==> config.mk <==
export PLATFORM = sky130hd
export DESIGN_NAME = snake_body_engine
export DESIGN_NICKNAME = d
export VERILOG_FILES = /design/src/rtl/snake_body_engine.sv
export SDC_FILE = /design/constraint.sdc
export NUM_CORES = 1
export LEC_CHECK = 0
export CAP_MARGIN = 20
export CELL_PAD_IN_SITES_DETAIL_PLACEMENT = 0
export CELL_PAD_IN_SITES_GLOBAL_PLACEMENT = 1
export CORE_UTILIZATION = 55
export DETAILED_ROUTE_END_ITERATION = 12
export DONT_BUFFER_PORTS = 1
export PLACE_DENSITY_LB_ADDON = 0.05
export SKIP_CTS_REPAIR_TIMING = 1
export SYNTH_ARGS = -nofsm -noshare
export SYNTH_HDL_FRONTEND = slang
export SYNTH_SLANG_ARGS = --single-unit
==> constraint.sdc <==
create_clock -name clk -period 28.5 [get_ports clk]
set_clock_uncertainty 0.05 [all_clocks]
set_input_delay 5.7 -clock clk [delete_from_list [all_inputs] [get_ports clk]]
set_output_delay 5.7 -clock clk [all_outputs]
set_load 0.01 [all_outputs]
==> src/rtl/snake_body_engine.sv <==
// Snake body engine: segment storage, movement/growth/collision, and a 2-stage pixel renderer.
// Optional macro WALL_KILL_EN: leaving the grid is fatal instead of wrapping around.
module snake_body_engine #(
  parameter int          MAX_LEN    = 16,
  parameter int          INIT_LEN   = 4,
  parameter int          GRID_W     = 64,
  parameter int          GRID_H     = 48,
  parameter int          COORD_W    = 6,
  parameter int          CELL_PX    = 10,
  parameter int          INIT_X     = 20,
  parameter int          INIT_Y     = 24,
  parameter logic [11:0] HEAD_COLOR = 12'h0F0,
  parameter logic [11:0] BODY_COLOR = 12'h0A0,
  parameter logic [11:0] BG_COLOR   = 12'h000
) (
  input  logic                               clk,
  input  logic                               reset,
  input  logic                               tick,
  input  logic [1:0]                         dir,
  input  logic                               grow,
  input  logic [9:0]                         hcount,
  input  logic [9:0]                         vcount,
  output logic [11:0]                        color,
  output logic [COORD_W-1:0]                 head_x,
  output logic [COORD_W-1:0]                 head_y,
  output logic [$clog2(MAX_LEN+1)-1:0]       length,
  output logic                               dead
);

  localparam int LEN_W = $clog2(MAX_LEN+1);
`ifdef WALL_KILL_EN
  localparam bit WALL_KILL = 1'b1;
`else
  localparam bit WALL_KILL = 1'b0;
`endif

  typedef enum logic [1:0] {
    DIR_RIGHT = 2'd0,
    DIR_DOWN  = 2'd1,
    DIR_LEFT  = 2'd2,
    DIR_UP    = 2'd3
  } dir_t;

  logic [COORD_W-1:0] seg_x [MAX_LEN];
  logic [COORD_W-1:0] seg_y [MAX_LEN];
  dir_t               heading;
  dir_t               hd_next;
  logic [LEN_W-1:0]   len_q;
  logic               grow_pend;
  logic               dead_q;

  logic [COORD_W-1:0] nx;
  logic [COORD_W-1:0] ny;
  logic               off_grid;
  logic               grows;
  logic               hit;
  logic               kill;

  // Next head position, computed with the heading accepted on this tick.
  always_comb begin
    hd_next  = heading;
    nx       = seg_x[0];
    ny       = seg_y[0];
    off_grid = 1'b0;
    grows    = 1'b0;
    hit      = 1'b0;
    kill     = 1'b0;
    if (dir != (heading ^ 2'd2)) hd_next = dir_t'(dir);
    case (hd_next)
      DIR_RIGHT: begin
        if (seg_x[0] == COORD_W'(GRID_W-1)) begin
          nx = '0;
          off_grid = 1'b1;
        end else nx = seg_x[0] + COORD_W'(1);
      end
      DIR_LEFT: begin
        if (seg_x[0] == '0) begin
          nx = COORD_W'(GRID_W-1);
          off_grid = 1'b1;
        end else nx = seg_x[0] - COORD_W'(1);
      end
      DIR_DOWN: begin
        if (seg_y[0] == COORD_W'(GRID_H-1)) begin
          ny = '0;
          off_grid = 1'b1;
        end else ny = seg_y[0] + COORD_W'(1);
      end
      default: begin
        if (seg_y[0] == '0) begin
          ny = COORD_W'(GRID_H-1);
          off_grid = 1'b1;
        end else ny = seg_y[0] - COORD_W'(1);
      end
    endcase
    grows = (grow_pend | grow) && (len_q < LEN_W'(MAX_LEN));
    // The tail only stays in place when the move grows the body.
    for (int i = 0; i < MAX_LEN; i++) begin
      if ((i < int'(len_q) - 1 || (grows && i == int'(len_q) - 1)) &&
          seg_x[i] == nx && seg_y[i] == ny)
        hit = 1'b1;
    end
    kill = hit | (WALL_KILL & off_grid);
  end

  always_ff @(posedge clk) begin
    if (reset) begin
      for (int i = 0; i < MAX_LEN; i++) begin
        seg_x[i] <= (i < INIT_LEN) ? COORD_W'(INIT_X - i) : '0;
        seg_y[i] <= (i < INIT_LEN) ? COORD_W'(INIT_Y) : '0;
      end
      heading   <= DIR_RIGHT;
      len_q     <= LEN_W'(INIT_LEN);
      grow_pend <= 1'b0;
      dead_q    <= 1'b0;
    end else if (!dead_q) begin
      if (grow) grow_pend <= 1'b1;
      if (tick) begin
        heading <= hd_next;
        if (kill) begin
          dead_q <= 1'b1;
        end else begin
          seg_x[0] <= nx;
          seg_y[0] <= ny;
          for (int i = 1; i < MAX_LEN; i++) begin
            seg_x[i] <= seg_x[i-1];
            seg_y[i] <= seg_y[i-1];
          end
          if (grows) len_q <= len_q + LEN_W'(1);
          grow_pend <= 1'b0;
        end
      end
    end
  end

  assign head_x = seg_x[0];
  assign head_y = seg_y[0];
  assign length = len_q;
  assign dead   = dead_q;

  logic [9:0]  cx_q;
  logic [9:0]  cy_q;
  logic        pix_v;
  logic [11:0] pix_color;
  logic        head_hit;
  logic        body_hit;

  // pix_v masks the cleared cell coordinates for the cycle following reset.
  always_comb begin
    pix_color = BG_COLOR;
    head_hit  = (cx_q == 10'(seg_x[0])) && (cy_q == 10'(seg_y[0]));
    body_hit  = 1'b0;
    for (int i = 1; i < MAX_LEN; i++) begin
      if (i < int'(len_q) && cx_q == 10'(seg_x[i]) && cy_q == 10'(seg_y[i]))
        body_hit = 1'b1;
    end
    if (pix_v && cx_q < 10'(GRID_W) && cy_q < 10'(GRID_H)) begin
      if (head_hit)      pix_color = HEAD_COLOR;
      else if (body_hit) pix_color = BODY_COLOR;
    end
  end

  always_ff @(posedge clk) begin
    if (reset) begin
      cx_q  <= '0;
      cy_q  <= '0;
      pix_v <= 1'b0;
      color <= BG_COLOR;
    end else begin
      cx_q  <= hcount / 10'(CELL_PX);
      cy_q  <= vcount / 10'(CELL_PX);
      pix_v <= 1'b1;
      color <= pix_color;
    end
  end

endmodule

After elaboration in Yosys (flattened, before gate mapping)

Memories as Yosys holds them, arrays and structs flattened.
Index checks and enable logic that the tools add are counted.

Bitwise logic cells: 37
Mux-type cells: 86
Multipliers: 0
Equal/unequal tests: 84
Magnitude comparators: 34
Shift-type cells: 0
Divide/modulo/power cells: 2
Reduce and logical (&&, ||, !) cells: 107
Add/sub/neg operators: 6

Operators with widths:

| cell                                                | number |
|---|---|
| equality test 10 x 6 -> 1 bit                       | 32 |
| two-way mux 6 bit                                   | 36 |
| equality test 6 bit                                 | 32 |
| logical AND 1 bit                                   | 82 |
| equality test 5 x 6 -> 1 bit, first input constant  | 8 |
| < comparator 5 x 6 -> 1 bit, first input constant   | 8 |
| two-way mux 1 bit                                   | 45 |
| < comparator 4 x 5 -> 1 bit, first input constant   | 8 |
| OR 1 bit                                            | 33 |
| logical NOT 32 bit                                  | 1 |
| equality test 4 x 6 -> 1 bit, first input constant  | 4 |
| < comparator 4 x 6 -> 1 bit, first input constant   | 4 |
| one-hot mux 6 bit (2 select lines)                  | 2 |
| divider 10 x 4 -> 10 bit, second input constant     | 2 |
| < comparator 3 x 5 -> 1 bit, first input constant   | 4 |
| logical OR 1 bit                                    | 16 |
| two-way mux 8 bit                                   | 2 |
| adder 6 x 1 -> 6 bit, second input constant         | 2 |
| equality test 3 x 6 -> 1 bit, first input constant  | 2 |
| equality test 6 bit, second input constant          | 2 |
| logical NOT 6 bit                                   | 2 |
| < comparator 3 x 6 -> 1 bit, first input constant   | 2 |
| subtractor 6 x 1 -> 6 bit, second input constant    | 2 |
| < comparator 10 x 6 -> 1 bit, second input constant | 1 |
| 19 further kinds                                    | 24 |

Memory bits (read-only): 0
Latch bits: 0
Register bits after elaboration: 42
RAM bits: 192
Output and inout bits: 30
Memories kept: 2
Logic and storage cells: 367
Bits of input ports: 26

Memories:

| memory | depth | width | read ports | clocked after Yosys merged registers in | write ports | RTL line | source |
|---|---|---|---|---|---|---|---|
| seg_x  | 16    | 6     | 16         | 0                                       | 16          | 44       | `logic [COORD_W-1:0] seg_x [MAX_LEN];` |
| seg_y  | 16    | 6     | 16         | 0                                       | 16          | 45       | `logic [COORD_W-1:0] seg_y [MAX_LEN];` |

Longest topological paths before layout

Depth after elaboration: 30
Gate-level depth with buffers: 19
Mapped depth without buffers: 13

Least setup slack after synthesis

No wires, ideal clock.

Kind: input port to flip-flop
From: input port dir[0]
To: memory seg_x[0][0] (enable)
Setup slack: 14.840 ns
Stages on the path: 15
Required time: 27.890 ns
Arrival: 13.050 ns
Path through: xor2_1 > mux2_2 > buf_2 > a31oi_1 > and2_1 > buf_2 > buf_2 > xor2_1 > nand4_1 > nor4_1 > or4_1 > or4_4 > buf_6 > buf_2 > nand2_1

RTL lines:

| what               | RTL line | source |
|---|---|---|
| start: declaration | 19       | `input logic [1:0] dir,` |
| end: declaration   | 44       |  |

==> flow_metrics.env <==
export IMPL_synthFlopType="edfxtp_1"
export IMPL_grt_pass1_wl_um=87900
export IMPL_asyncSetResetFlopFracSynth_pct=0
export IMPL_period_needed_ns=12.48
export IMPL_holdWs_ns=0.491
export IMPL_synth_edf_count=192
export IMPL_status="complete, no violations"
export IMPL_dp_cells=1977
export IMPL_route_detailed_drc=0
export IMPL_worstSetupStartpointType="primary input"
export IMPL_synthToLayoutAreaGrowth_pct=6.74
export IMPL_ys_seq_elements=218
export IMPL_clock_latency_ns=0.56
export IMPL_finalSetupTns_ns=0
export IMPL_vias_per_cell=6.95
export IMPL_routed_wl_um=60700
export IMPL_post_route_period_util_pct=43.8
export IMPL_die_area_mm2=0.0301
export IMPL_die_w_um=173
export IMPL_first_iter_violations=1880
export IMPL_max_freq_mhz=80.1
export IMPL_grt_pass1_vias=13100
export IMPL_cts_buffers=27
export IMPL_cp_max_fo=68
export IMPL_io_buffer_count=0
export IMPL_crit_type="primary input to flop"
export IMPL_ys_types=94
export IMPL_setup_violations=0
export IMPL_hpwl_um=41500
export IMPL_path_clk_slew_ns=0.06
export IMPL_n_antenna_cell=0
export IMPL_grt_max_degree=120
export IMPL_wl_per_cell_um=29.9
export IMPL_worstMarginPinSlew_ns=1.25
export IMPL_final_area_mm2=0.0172
export IMPL_yosysWarnings=0
export IMPL_gp_congestion=1.04
export IMPL_rows=62
export IMPL_syn_inst=1704
export IMPL_gr_total_overflow=0
export IMPL_final_max_slew_viol_count=0
export IMPL_arrival_ns=12.60
export IMPL_hold_violations=0
export IMPL_syn_area_per_cell_um2=9.48
export IMPL_die_h_um=173
export IMPL_grt_usage_pct=39.8
export IMPL_nNetsFinal=1658
export IMPL_initial_core_util_pct=56.2
export IMPL_total_power_mw=1.01
export IMPL_layout_drive_gt1_share_pct=7.97
export IMPL_ant_nets=0
export IMPL_netlist_area_mm2=0.0162
export IMPL_power_density_mw_per_mm2=58.5
export IMPL_clock_path_buffers=3
export IMPL_ios=56
export IMPL_p_leak_nw=6.54
export IMPL_antenna_found_initial=3
export IMPL_cts_root_buf="clkbuf_16"
export IMPL_hold_path_class="flop to flop"
export IMPL_final_cell_mix="edfxtp_1, xnor2_1, xor2_1, and3_1, nor2b_1"
export IMPL_instances_no_fill=2028
export IMPL_num_vias=14100
export IMPL_relSlewSlack_pct=16.8
export IMPL_irDropWorstVdd_mv=0.0478
export IMPL_cts_num_sinks=218
export IMPL_placed_area_mm2=0.0163
export IMPL_rsz0062_at_grt="no"
export IMPL_htreeDepth=1
export IMPL_final_common_cell="edfxtp_1"
export IMPL_ys_seq_area_share_pct=38.9
export IMPL_end_kind="flop"
export IMPL_fillerInstances=2483
export IMPL_coreArea_mm2=0.0288
export IMPL_max_cap_violations=0
export IMPL_cts_tree="built"
export IMPL_crit_required_ns=28.62
export IMPL_drt_pass1_iterations=6
==> power breakdown <==
group          switching [mW]  internal [mW]  total, mW
Combinational           0.144         0.0902      0.235
Sequential             0.0375          0.375      0.413
Clock                   0.143          0.218      0.361
==> per-stage QoR <==
stage	setup slack (ns)	util (%)
after floorplan	14.84	-
after global placement	15.81	56.7
after detailed placement	15.74	56.7
after CTS	16.32	59.9
after global routing	15.99	59.9
final	16.02	59.9
==> synthesized netlist by cell type (23+ instances only) <==
cell,count,area share [%]
nand3_1,49,1.5
nor2b_1,80,3.1
nor2_1,79,1.8
and3_1,98,3.8
inv_1,38,0.88
nand2_1,67,1.6
dfxtp_1,26,3.2
clkbuf_1,100,2.3
xor2_1,157,8.5
nor4_1,40,1.5
nand4_1,46,1.8
xnor2_1,172,9.3
a21oi_1,70,2.2
nor3_1,53,1.6
o21ai_0,59,1.8
buf_2,23,0.71
edfxtp_1,192,36
==> cell families (layout without fill, tap and decap cells) <==
kind of cell | count (synthesis) | count (layout) | share of synthesized area, %
buffers and inverters | 199 | 132 | 5.28
xor gates and xnor gates | 338 | 338 | 19.1
other | 1 | 8 | 0.0232
muxes | 23 | 23 | 1.54
adders and majority gates | 14 | 14 | 1.01
AOI/OAI and AO/OA | 306 | 306 | 12.9
and+or+nand+nor | 605 | 605 | 21.2
DFF | 218 | 218 | 38.9
==> final cells by class <==
type                    instances  area (um2)  area share (%)
flip-flops and latches        218        6290            36.4
clock inverters                11         148           0.856
multi-input cells            1294        9090            52.7
clock buffers                  39         781            4.53
inverters                      39         146           0.849
repair buffers                 43         320            1.86
well taps                     384         480            2.79
==> sequential cells by signal, summed over array words and instances (netlist names) <==
register,flops
seg_y,96
color,2
seg_x,96
heading,2
dead,1
cy_q,7
grow_pend,1
length,5
pix_v,1
cx_q,7
==> critical path, stage by stage <==
cell and delay, ns:
xor2_1 0.23, mux2i_2 0.24, buf_4 0.34, a211o_1 0.46, and2_1 1.04, xor2_1 0.33, o2111ai_1 0.36, nor4b_1 0.18
a211o_1 0.44, or4_4 0.72, nand2_4 0.78, buf_4 0.80, buf_4 0.80
==> worst paths after layout <==
check,slack [ns],end,depth (start not counted),from
setup / recovery,16.02,seg_y[14][1],13,dir[0]
hold / removal,0.49,color[5],2,pix_v
hold reg to reg,0.49,color[5],2,pix_v
setup reg to reg,20.06,seg_y[14][1],14,seg_x[0][1]
==> layer usage <==
metal	up-vias	wire (um)	GRT usage (%)
li1	6045	-	-
met4	4	3450	20.4
met1	6791	23500	53.5
met2	1021	25600	58.5
met3	233	8030	11.1
met5	-	22	0
(Power assumes the default switching activity.)
